**src/rtl/conv_layer_sequencer.sv**
```systemverilog
// conv_layer_sequencer: sequences one convolution layer pass.
//   Loads filter weights (o,i,r,c order, c fastest) and then biases from a
//   valid/ready parameter source into the convolution block's weight/bias
//   memories. It then gates the upstream feature stream into the block and
//   passes the block's output stream downstream, counting both streams until
//   the layer is complete.
// Ports:
//   clock, reset        rising-edge clock, asynchronous active-high reset
//   start, busy, done   layer-level control (done is a one-cycle pulse)
//   prm_*               parameter word source (valid/ready/data)
//   wmem_*, bmem_*      registered weight/bias memory write ports
//   src_* -> cin_*      feature input stream into the convolution block
//   cout_* -> snk_*     convolution output stream to the downstream consumer
// Optional build macro: CONV_LAYER_SEQ_WEIGHT_REUSE_EN adds input
//   reuse_weights. When it is sampled high with start, the pass skips
//   parameter loading and goes straight to streaming.
module conv_layer_sequencer #(
  parameter int unsigned IMAGE_HEIGHT  = 10,
  parameter int unsigned IMAGE_WIDTH   = 10,
  parameter int unsigned FILTER_HEIGHT = 3,
  parameter int unsigned FILTER_WIDTH  = 3,
  parameter int unsigned INPUT_IMAGES  = 1,
  parameter int unsigned OUTPUT_IMAGES = 1,
  parameter int unsigned WEIGHT_BITS   = 16,
  parameter int unsigned FEATURE_BITS  = 16,
  localparam int unsigned OB = (OUTPUT_IMAGES > 1) ? $clog2(OUTPUT_IMAGES) : 1,
  localparam int unsigned IB = (INPUT_IMAGES > 1) ? $clog2(INPUT_IMAGES) : 1,
  localparam int unsigned RB = (FILTER_HEIGHT > 1) ? $clog2(FILTER_HEIGHT) : 1,
  localparam int unsigned CB = (FILTER_WIDTH > 1) ? $clog2(FILTER_WIDTH) : 1
) (
  input  logic                    clock,
  input  logic                    reset,
  input  logic                    start,
`ifdef CONV_LAYER_SEQ_WEIGHT_REUSE_EN
  input  logic                    reuse_weights,
`endif
  output logic                    busy,
  output logic                    done,
  input  logic                    prm_valid,
  output logic                    prm_ready,
  input  logic [WEIGHT_BITS-1:0]  prm_data,
  output logic                    wmem_we,
  output logic [OB-1:0]           wmem_o,
  output logic [IB-1:0]           wmem_i,
  output logic [RB-1:0]           wmem_r,
  output logic [CB-1:0]           wmem_c,
  output logic [WEIGHT_BITS-1:0]  wmem_data,
  output logic                    bmem_we,
  output logic [OB-1:0]           bmem_o,
  output logic [WEIGHT_BITS-1:0]  bmem_data,
  input  logic                    src_valid,
  output logic                    src_ready,
  input  logic [FEATURE_BITS-1:0] src_data,
  output logic                    cin_valid,
  input  logic                    cin_ready,
  output logic [FEATURE_BITS-1:0] cin_data,
  input  logic                    cout_valid,
  output logic                    cout_ready,
  input  logic [FEATURE_BITS-1:0] cout_data,
  output logic                    snk_valid,
  input  logic                    snk_ready,
  output logic [FEATURE_BITS-1:0] snk_data
);

  localparam int unsigned NI  = INPUT_IMAGES * IMAGE_HEIGHT * IMAGE_WIDTH;
  localparam int unsigned NO  = OUTPUT_IMAGES * IMAGE_HEIGHT * IMAGE_WIDTH;
  localparam int unsigned NIB = $clog2(NI + 1);
  localparam int unsigned NOB = $clog2(NO + 1);

  typedef enum logic [2:0] {
    S_IDLE, S_LOAD_W, S_LOAD_B, S_STREAM, S_DRAIN, S_DONE
  } state_t;

  state_t state, state_nxt;

  logic [OB-1:0]  w_o;
  logic [IB-1:0]  w_i;
  logic [RB-1:0]  w_r;
  logic [CB-1:0]  w_c;
  logic [OB-1:0]  b_o;
  logic [NIB-1:0] in_cnt;
  logic [NOB-1:0] out_cnt;

  logic prm_acc, in_hs, out_hs;
  logic w_c_end, w_r_end, w_i_end, w_o_end;
  logic w_last, b_last, in_last, out_full, out_done, reuse;

`ifdef CONV_LAYER_SEQ_WEIGHT_REUSE_EN
  assign reuse = reuse_weights;
`else
  assign reuse = 1'b0;
`endif

  assign prm_acc  = prm_valid & prm_ready;
  assign in_hs    = cin_valid & cin_ready;
  assign out_hs   = snk_valid & snk_ready;

  assign w_c_end  = (w_c == CB'(FILTER_WIDTH - 1));
  assign w_r_end  = (w_r == RB'(FILTER_HEIGHT - 1));
  assign w_i_end  = (w_i == IB'(INPUT_IMAGES - 1));
  assign w_o_end  = (w_o == OB'(OUTPUT_IMAGES - 1));
  assign w_last   = w_c_end & w_r_end & w_i_end & w_o_end;
  assign b_last   = (b_o == OB'(OUTPUT_IMAGES - 1));
  assign in_last  = in_hs & (in_cnt == NIB'(NI - 1));
  assign out_full = (out_cnt == NOB'(NO));
  // Output side is complete either already or with this cycle's handshake.
  assign out_done = out_full | (out_hs & (out_cnt == NOB'(NO - 1)));

  // State register.
  always_ff @(posedge clock or posedge reset) begin
    if (reset) state <= S_IDLE;
    else       state <= state_nxt;
  end

  // Next-state logic.
  always_comb begin
    state_nxt = state;
    case (state)
      S_IDLE:   if (start) state_nxt = reuse ? S_STREAM : S_LOAD_W;
      S_LOAD_W: if (prm_acc && w_last) state_nxt = S_LOAD_B;
      S_LOAD_B: if (prm_acc && b_last) state_nxt = S_STREAM;
      S_STREAM: if (in_last) state_nxt = out_done ? S_DONE : S_DRAIN;
      S_DRAIN:  if (out_done) state_nxt = S_DONE;
      S_DONE:   state_nxt = S_IDLE;
      default:  state_nxt = S_IDLE;
    endcase
  end

  // Combinational control and stream gating.
  always_comb begin
    busy       = (state != S_IDLE);
    done       = (state == S_DONE);
    prm_ready  = (state == S_LOAD_W) || (state == S_LOAD_B);
    cin_valid  = 1'b0;
    src_ready  = 1'b0;
    cin_data   = '0;
    snk_valid  = 1'b0;
    cout_ready = 1'b0;
    snk_data   = '0;
    if (state == S_STREAM) begin
      cin_valid = src_valid;
      src_ready = cin_ready;
      cin_data  = src_data;
    end
    if ((state == S_STREAM) || (state == S_DRAIN)) begin
      snk_data = cout_data;
      // Outputs beyond the expected count are refused.
      if (!out_full) begin
        snk_valid  = cout_valid;
        cout_ready = snk_ready;
      end
    end
  end

  // Weight/bias address counters and stream counters.
  always_ff @(posedge clock or posedge reset) begin
    if (reset) begin
      w_o <= '0; w_i <= '0; w_r <= '0; w_c <= '0; b_o <= '0;
      in_cnt <= '0; out_cnt <= '0;
    end else if ((state == S_IDLE) && start) begin
      w_o <= '0; w_i <= '0; w_r <= '0; w_c <= '0; b_o <= '0;
      in_cnt <= '0; out_cnt <= '0;
    end else begin
      if ((state == S_LOAD_W) && prm_acc) begin
        // Nested wrap c -> r -> i -> o.
        w_c <= w_c_end ? '0 : w_c + CB'(1);
        if (w_c_end) begin
          w_r <= w_r_end ? '0 : w_r + RB'(1);
          if (w_r_end) begin
            w_i <= w_i_end ? '0 : w_i + IB'(1);
            if (w_i_end) w_o <= w_o_end ? '0 : w_o + OB'(1);
          end
        end
      end
      if ((state == S_LOAD_B) && prm_acc) b_o <= b_last ? '0 : b_o + OB'(1);
      if (in_hs)  in_cnt  <= in_cnt + NIB'(1);
      if (out_hs) out_cnt <= out_cnt + NOB'(1);
    end
  end

  // Registered memory write ports, one cycle after each accepted word.
  always_ff @(posedge clock or posedge reset) begin
    if (reset) begin
      wmem_we <= 1'b0; wmem_o <= '0; wmem_i <= '0; wmem_r <= '0; wmem_c <= '0;
      wmem_data <= '0;
      bmem_we <= 1'b0; bmem_o <= '0; bmem_data <= '0;
    end else begin
      wmem_we <= (state == S_LOAD_W) && prm_acc;
      bmem_we <= (state == S_LOAD_B) && prm_acc;
      if ((state == S_LOAD_W) && prm_acc) begin
        wmem_o    <= w_o;
        wmem_i    <= w_i;
        wmem_r    <= w_r;
        wmem_c    <= w_c;
        wmem_data <= prm_data;
      end
      if ((state == S_LOAD_B) && prm_acc) begin
        bmem_o    <= b_o;
        bmem_data <= prm_data;
      end
    end
  end

endmodule

```
**config.mk**
```make
export PLATFORM = sky130hd
export DESIGN_NAME = conv_layer_sequencer
export DESIGN_NICKNAME = d
export VERILOG_FILES = /design/src/rtl/conv_layer_sequencer.sv
export SDC_FILE = /design/constraint.sdc
export NUM_CORES = 1
export LEC_CHECK = 0
export BUFFER_PORTS_ARGS = -buffer_cell sky130_fd_sc_hd__buf_2
export CELL_PAD_IN_SITES_DETAIL_PLACEMENT = 1
export CELL_PAD_IN_SITES_GLOBAL_PLACEMENT = 2
export CORE_ASPECT_RATIO = 1.75
export CORE_MARGIN = 3
export CORE_UTILIZATION = 25
export CTS_CLUSTER_DIAMETER = 200
export DETAILED_ROUTE_END_ITERATION = 7
export PLACE_DENSITY_LB_ADDON = 0.1
export SYNTH_ARGS = -nofsm -noshare
export SYNTH_HDL_FRONTEND = slang
export SYNTH_SLANG_ARGS = --single-unit
```
**constraint.sdc**
```tcl
create_clock -name clock -period 1.5 [get_ports clock]
set_input_delay 0.075 -clock clock [delete_from_list [all_inputs] [get_ports clock]]
set_output_delay 0.075 -clock clock [all_outputs]
set_load 0.01 [all_outputs]
```
Word-level counts from Yosys, hierarchy flattened --
Index checks and enable logic that the tools add are counted. W data, S select, Z words.
Operators by class: eq/ne operators 16, bitwise gates (word level) 12, add/subtract/negate cells 7, mux-type cells 40, reduce and logical (&&, ||, !) cells 19
Operators by type and width (number):
- $mux W16 | 2
- $mux W7 | 4
- $eq A7 B7 Y1 const B | 3
- $mux W1 | 21
- $mux W3 | 5
- $pmux W3 S5 | 1
- $add A7 B1 Y7 const B | 2
- $mux W2 | 7
- $reduce_bool A2 Y1 | 6
- $ne A2 B2 Y1 const B | 5
- $and A1 B1 Y1 | 8
- $eq A3 B2 Y1 const B | 2
- $eq A3 B3 Y1 const B | 2
- $logic_and A1 B1 Y1 | 5
- $reduce_and A5 Y1 | 1
- $add A2 B1 Y2 const B | 2
- $eq A2 B2 Y1 const B | 2
- $reduce_and A4 Y1 | 1
- $add A1 B1 Y1 const B | 3
- $eq A3 B1 Y1 const B | 1
- $logic_not A3 Y1 | 1
- $not A1 Y1 | 3
- $reduce_and A3 Y1 | 1
- $reduce_bool A3 Y1 | 1
- 4 further kinds | 5
Word-level totals: logic and storage cells 111, bits in registers 65

Logic depth before layout (Yosys ltp) --
word-level depth 9, depth in mapped cells 6, depth with buffers taken out 6

Worst setup path after synthesis --
Ideal clock, no wire load.
path type register -> register, from register state[0], to register bmem_data[10], slack -0.172 ns, cell stages (with the launch flop) 5, library setup time 0.125 ns, arrival 1.547 ns, clock period less this slack 1.672 ns, cell sequence dfrtp_1 -> buf_2 -> nor3_2 -> buf_4 -> mux2_2
On the way: word-level cells in the longest chain between the ends 4, elaborated cells on any way between the ends 5, classes of those cells eq/ne: 2; bitwise: 1; reduce/logical: 2
RTL lines:
- from (decl) | line 74 | state_t state, state_nxt;
- from (signal assigned) | line 112 | else state <= state_nxt;
- $eq A3 B1 Y1 / $eq A3 B2 Y1 (equally long branches) | line 133, 197
- $logic_or A1 B1 Y1 | line 133 | prm_ready = (state == S_LOAD_W) || (state == S_LOAD_B);
- $and A1 B1 Y1 | line 94 | assign prm_acc = prm_valid & prm_ready;
- $logic_and A1 B1 Y1 * | line 197 | if ((state == S_LOAD_B) && prm_acc) begin
- to (signal assigned) | line 199 | bmem_data <= prm_data;
- to (decl) | line 50 | output logic [WEIGHT_BITS-1:0] bmem_data,
Every way passes the cells marked *; elsewhere a longest branch is shown, timed or not. A chain may end at the register's enable or synchronous reset.

Worst setup path in the final report --
from register state[0], to output snk_data[12]
On the way: word-level cells in the longest chain between the ends 3, elaborated cells on any way between the ends 4, classes of those cells eq/ne: 2; mux: 1; reduce/logical: 1
RTL lines:
- $eq A3 B2 Y1 / $eq A3 B3 Y1 (equally long branches) | line 145 | if ((state == S_STREAM) || (state == S_DRAIN)) begin
- $logic_or A1 B1 Y1 * | line 145
- $mux W16 * | line 145
- to (decl) | line 62 | output logic [FEATURE_BITS-1:0] snk_data
Marked as above.

==> flow_summary.json <==
{
  "yosys_register_bits": 59,
  "violations": "negative setup slack",
  "p_int_mw": 4.64,
  "dp.final_hpwl_um": 6460,
  "number_of_cell_rows": 51,
  "grt.met2_usage": 0.282,
  "cpPeakStageDelay_ps": 430,
  "global_route.usage.met1": 0.146,
  "required_ps": 1420,
  "ir_drop_v": 0.000751,
  "setup.worst_path.start_class": "flip-flop",
  "antenna-diode-count": 0,
  "switching_power_mw": 1.83,
  "sequentialPowerShare": 0.323,
  "worstPathArrival_ps": 1720,
  "grt_start_max_net_pins": 60,
  "crit_path_max_fanout": 8,
  "final_antenna_net_count": 0,
  "reg2regPathDepth": 5,
  "asr_flop_ratio_synth": 1.00,
  "finalWorstSetupSlack_ps": -296,
  "outcome": "complete, but fails checks",
  "worstSetupPathType": "flip-flop to primary output",
  "tns_ps": -15590,
  "cts-htree-levels": 3,
  "finalClockSkew_ps": 7.20,
  "ff_latch_area_mm2": 0.00148,
  "drcViolationCount": 0,
  "finalSetupViolations": 92,
  "cts.clk_slew.worst_paths_ps": 50,
  "drt-total-wl_um": 9900,
  "vias_per_cell": 4.53,
  "hold_path_startpoint": "prm_data[6]",
  "power.share.combinational": 0.335,
  "syn-mean-instance-area_um2": 11.2,
  "reg2reg_setup_slack_ps": -260,
  "crit_chain": "or3b_4 -> and2_4 -> clkbuf_16 -> nor2b_1 -> buf_2",
  "design.die.area_mm2": 0.0130,
  "total_power_mw": 6.47,
  "p_leak_nw": 2.73,
  "route.detailed.wl_per_inst_um": 16.2,
  "fin_crit_sh": 1.20,
  "ios": 136,
  "worst_r2r_endpoint": "out_cnt[3]",
  "unrepaired_setup_endpoints_after_global_routing": "true",
  "area_delta_synth_final_pct": 88.0,
  "num-fill-cells": 1228,
  "post_synth_inst_count": 260,
  "vias": 2771,
  "hold_path_end": "wmem_data[6]",
  "clkLatencyLatePin_ps": 320,
  "grtUsageTotal": 0.145,
  "max_cap_viol_count": 0,
  "multiInputGateArea_mm2": 0.00171,
  "worst_setup_path_end_kind": "primary output",
  "synth-edff-count": 0,
  "min_path_cells": 2,
  "synth.lib_cells_used.distinct": 42,
  "critical_path.n_buffers_inverters": 2,
  "fp.dieW_um": 87.6,
  "met3_usage": 0.0332,
  "placeableCoreArea_mm2": 0.0112,
  "root_buffer": "sky130_fd_sc_hd__clkbuf_16",
  "critical-path-top-delay-family": "simple AND/OR/NAND/NOR gates",
  "power_density_mw_per_mm2": 1180,
  "yosysSeqAreaShare": 0.506,
  "min-delay-path-class": "input pin to flip-flop",
  "timing_max_transition_violations_final": 0,
  "die-height_um": 149,
  "drive_above_1_share": 0.663,
  "tritoncts_buffer_count": 9,
  "fmaxAchievable_ghz": 0.557,
  "grt_antenna_before_repair": 0,
  "clock_tree.buffer_depth": 2,
  "port_buffers": 132,
  "clock_sink_count": 59,
  "layout_min_cycle_time_ps": 1800,
  "global_route.overflow_total": 0,
  "floorplan.initialDensity": 0.260,
  "switching_share": 0.283,
  "critPathSlowestCell": "sky130_fd_sc_hd__or3b_4",
  "place_congestion": 0.767,
  "final_hold_viol_count": 0,
  "grt_busiest_layer": "met2",
  "critical_path.reg2reg.startpoint": "state[0]",
  "grt_first_pass_wirelength_um": 14700,
  "yosys_most_used_dff": "sky130_fd_sc_hd__dfrtp_1",
  "first_global_vias": 2963,
  "post_synth_instance_area_mm2": 0.00292,
  "tritoncts": "done",
  "layout.nets": 534,
  "drtPass1Iterations": 4,
  "drt-initial-drc-count": 32,
  "power_frac_clock": 0.342,
  "yosysWarnings": 0
}
[worst max path at each step]
stage,from,endpoint,cells past startpoint
finish,state[0],snk_data[12],5
global route,state[0],snk_data[12],5
CTS,state[0],snk_valid,5
detailed placement,state[1],out_cnt[3],4
global placement,state[1],out_cnt[3],4
floorplan,state[1],out_cnt[2],6
[sequential cells by signal, summed over array words and instances (netlist names)]
signal	count
out_cnt	7
wmem_r	2
state	3
w_r	2
w_c	2
in_cnt	7
wmem_data	16
wmem_we	1
bmem_data	16
wmem_c	2
bmem_we	1
[synth_stat cells, types with 2 or more instances]
| master | n | area [um2] |
|---|---|---|
| sky130_fd_sc_hd__clkbuf_1 | 6 | 22.5 |
| sky130_fd_sc_hd__nand3b_1 | 3 | 22.5 |
| sky130_fd_sc_hd__nand2_1 | 14 | 52.6 |
| sky130_fd_sc_hd__a21oi_1 | 10 | 50.1 |
| sky130_fd_sc_hd__nor2_1 | 14 | 52.6 |
| sky130_fd_sc_hd__mux2i_1 | 2 | 20.0 |
| sky130_fd_sc_hd__nor2b_1 | 17 | 106 |
| sky130_fd_sc_hd__nand2b_1 | 3 | 18.8 |
| sky130_fd_sc_hd__xnor2_1 | 8 | 70.1 |
| sky130_fd_sc_hd__or3_1 | 5 | 31.3 |
| sky130_fd_sc_hd__dfrtp_1 | 59 | 1480 |
| sky130_fd_sc_hd__and3b_1 | 2 | 17.5 |
| sky130_fd_sc_hd__nor4_1 | 2 | 12.5 |
| sky130_fd_sc_hd__mux2_2 | 37 | 417 |
| sky130_fd_sc_hd__nor3_1 | 2 | 10.0 |
| sky130_fd_sc_hd__ha_1 | 3 | 37.5 |
| sky130_fd_sc_hd__buf_2 | 6 | 30.0 |
| sky130_fd_sc_hd__and2_1 | 20 | 125 |
| sky130_fd_sc_hd__nand3_1 | 5 | 25.0 |
| sky130_fd_sc_hd__buf_4 | 5 | 37.5 |
| sky130_fd_sc_hd__inv_1 | 6 | 22.5 |
| sky130_fd_sc_hd__nand4_1 | 2 | 12.5 |
| sky130_fd_sc_hd__o21ai_0 | 7 | 35.0 |
| sky130_fd_sc_hd__nor4bb_1 | 3 | 30.0 |
| sky130_fd_sc_hd__a211oi_1 | 2 | 15.0 |
[layout by cell type, fill, tap and decap left out, types with 5 or more instances in the layout]
master / count
sky130_fd_sc_hd__buf_2: 110
sky130_fd_sc_hd__dfrtp_1: 59
sky130_fd_sc_hd__and2_4: 17
sky130_fd_sc_hd__dlygate4sd3_1: 11
sky130_fd_sc_hd__nand2_1: 11
sky130_fd_sc_hd__nor2_1: 10
sky130_fd_sc_hd__buf_8: 5
sky130_fd_sc_hd__mux2_4: 37
sky130_fd_sc_hd__nand3_1: 5
sky130_fd_sc_hd__buf_12: 7
sky130_fd_sc_hd__xnor2_1: 7
sky130_fd_sc_hd__clkbuf_16: 12
sky130_fd_sc_hd__a21oi_1: 6
sky130_fd_sc_hd__buf_6: 44
sky130_fd_sc_hd__inv_1: 5
sky130_fd_sc_hd__nor2b_1: 9
sky130_fd_sc_hd__buf_4: 38
sky130_fd_sc_hd__nor2b_4: 6
[logic make-up (layout without fill, tap and decap cells)]
| kind of cell | after synthesis | in the layout | synth area share |
|---|---|---|---|
| XOR/XNOR | 8 | 8 | 0.0240 |
| flip-flops | 59 | 59 | 0.506 |
| multiplexers | 39 | 39 | 0.150 |
| other | 1 | 3 | 0.00129 |
| AND/OR/NAND/NOR | 100 | 100 | 0.206 |
| AO/OA/AOI/OAI | 26 | 26 | 0.0567 |
| adder cells (fa/ha/maj) | 3 | 3 | 0.0129 |
| buffers and inverters | 24 | 242 | 0.0425 |
[through the flow]
stage,cells,area [um2],hold WS [ps],util,worst slack [ps]
2_1_floorplan,262,3080,175,-,-154
3_3_place_gp,551,4150,188,0.370,-207
5_1_grt,612,5480,1.10,0.488,-354
4_1_cts,600,5090,0.683,0.453,-301
6_report,612,5480,5.52,0.488,-296
3_5_place_dp,551,4150,192,0.370,-265
[layout make-up]
cell class	instances	area share
tap	132	0.0301
inverter	6	0.00479
sequential	59	0.269
timing repair buffer	220	0.326
clock buffer	10	0.0418
clock inverter	6	0.0164
multi-input combinational	179	0.311
[per-layer routing]
metal | vias up | wire length (um)
met5 | - | 0
met4 | 0 | 107
met3 | 9 | 664
met2 | 104 | 5630
met1 | 1343 | 3500
li1 | 1315 | -
[power by group through the flow]
stage	Combinational [mW]	Clock, mW	Sequential (mW)
final	2.16	2.21	2.09
after global routing	2.33	2.35	2.14
after CTS	2.07	2.26	2.09
after detailed placement	1.63	0	2.09
after global placement	1.58	0	2.10
after floorplan	0.813	0	2.20
[timing repair]
action / 4_1_cts / 5_1_grt
hold buffers: 11 / 0
resized for setup: 56 / 75
buffers inserted: 16 / 15
endpoints found under the hold margin: 78 / 0
pin swaps: 13 / 33
gates cloned: 6 / 4
endpoints found under the setup margin: 87 / 94
No activity file was read; power rests on OpenSTA's default activity.
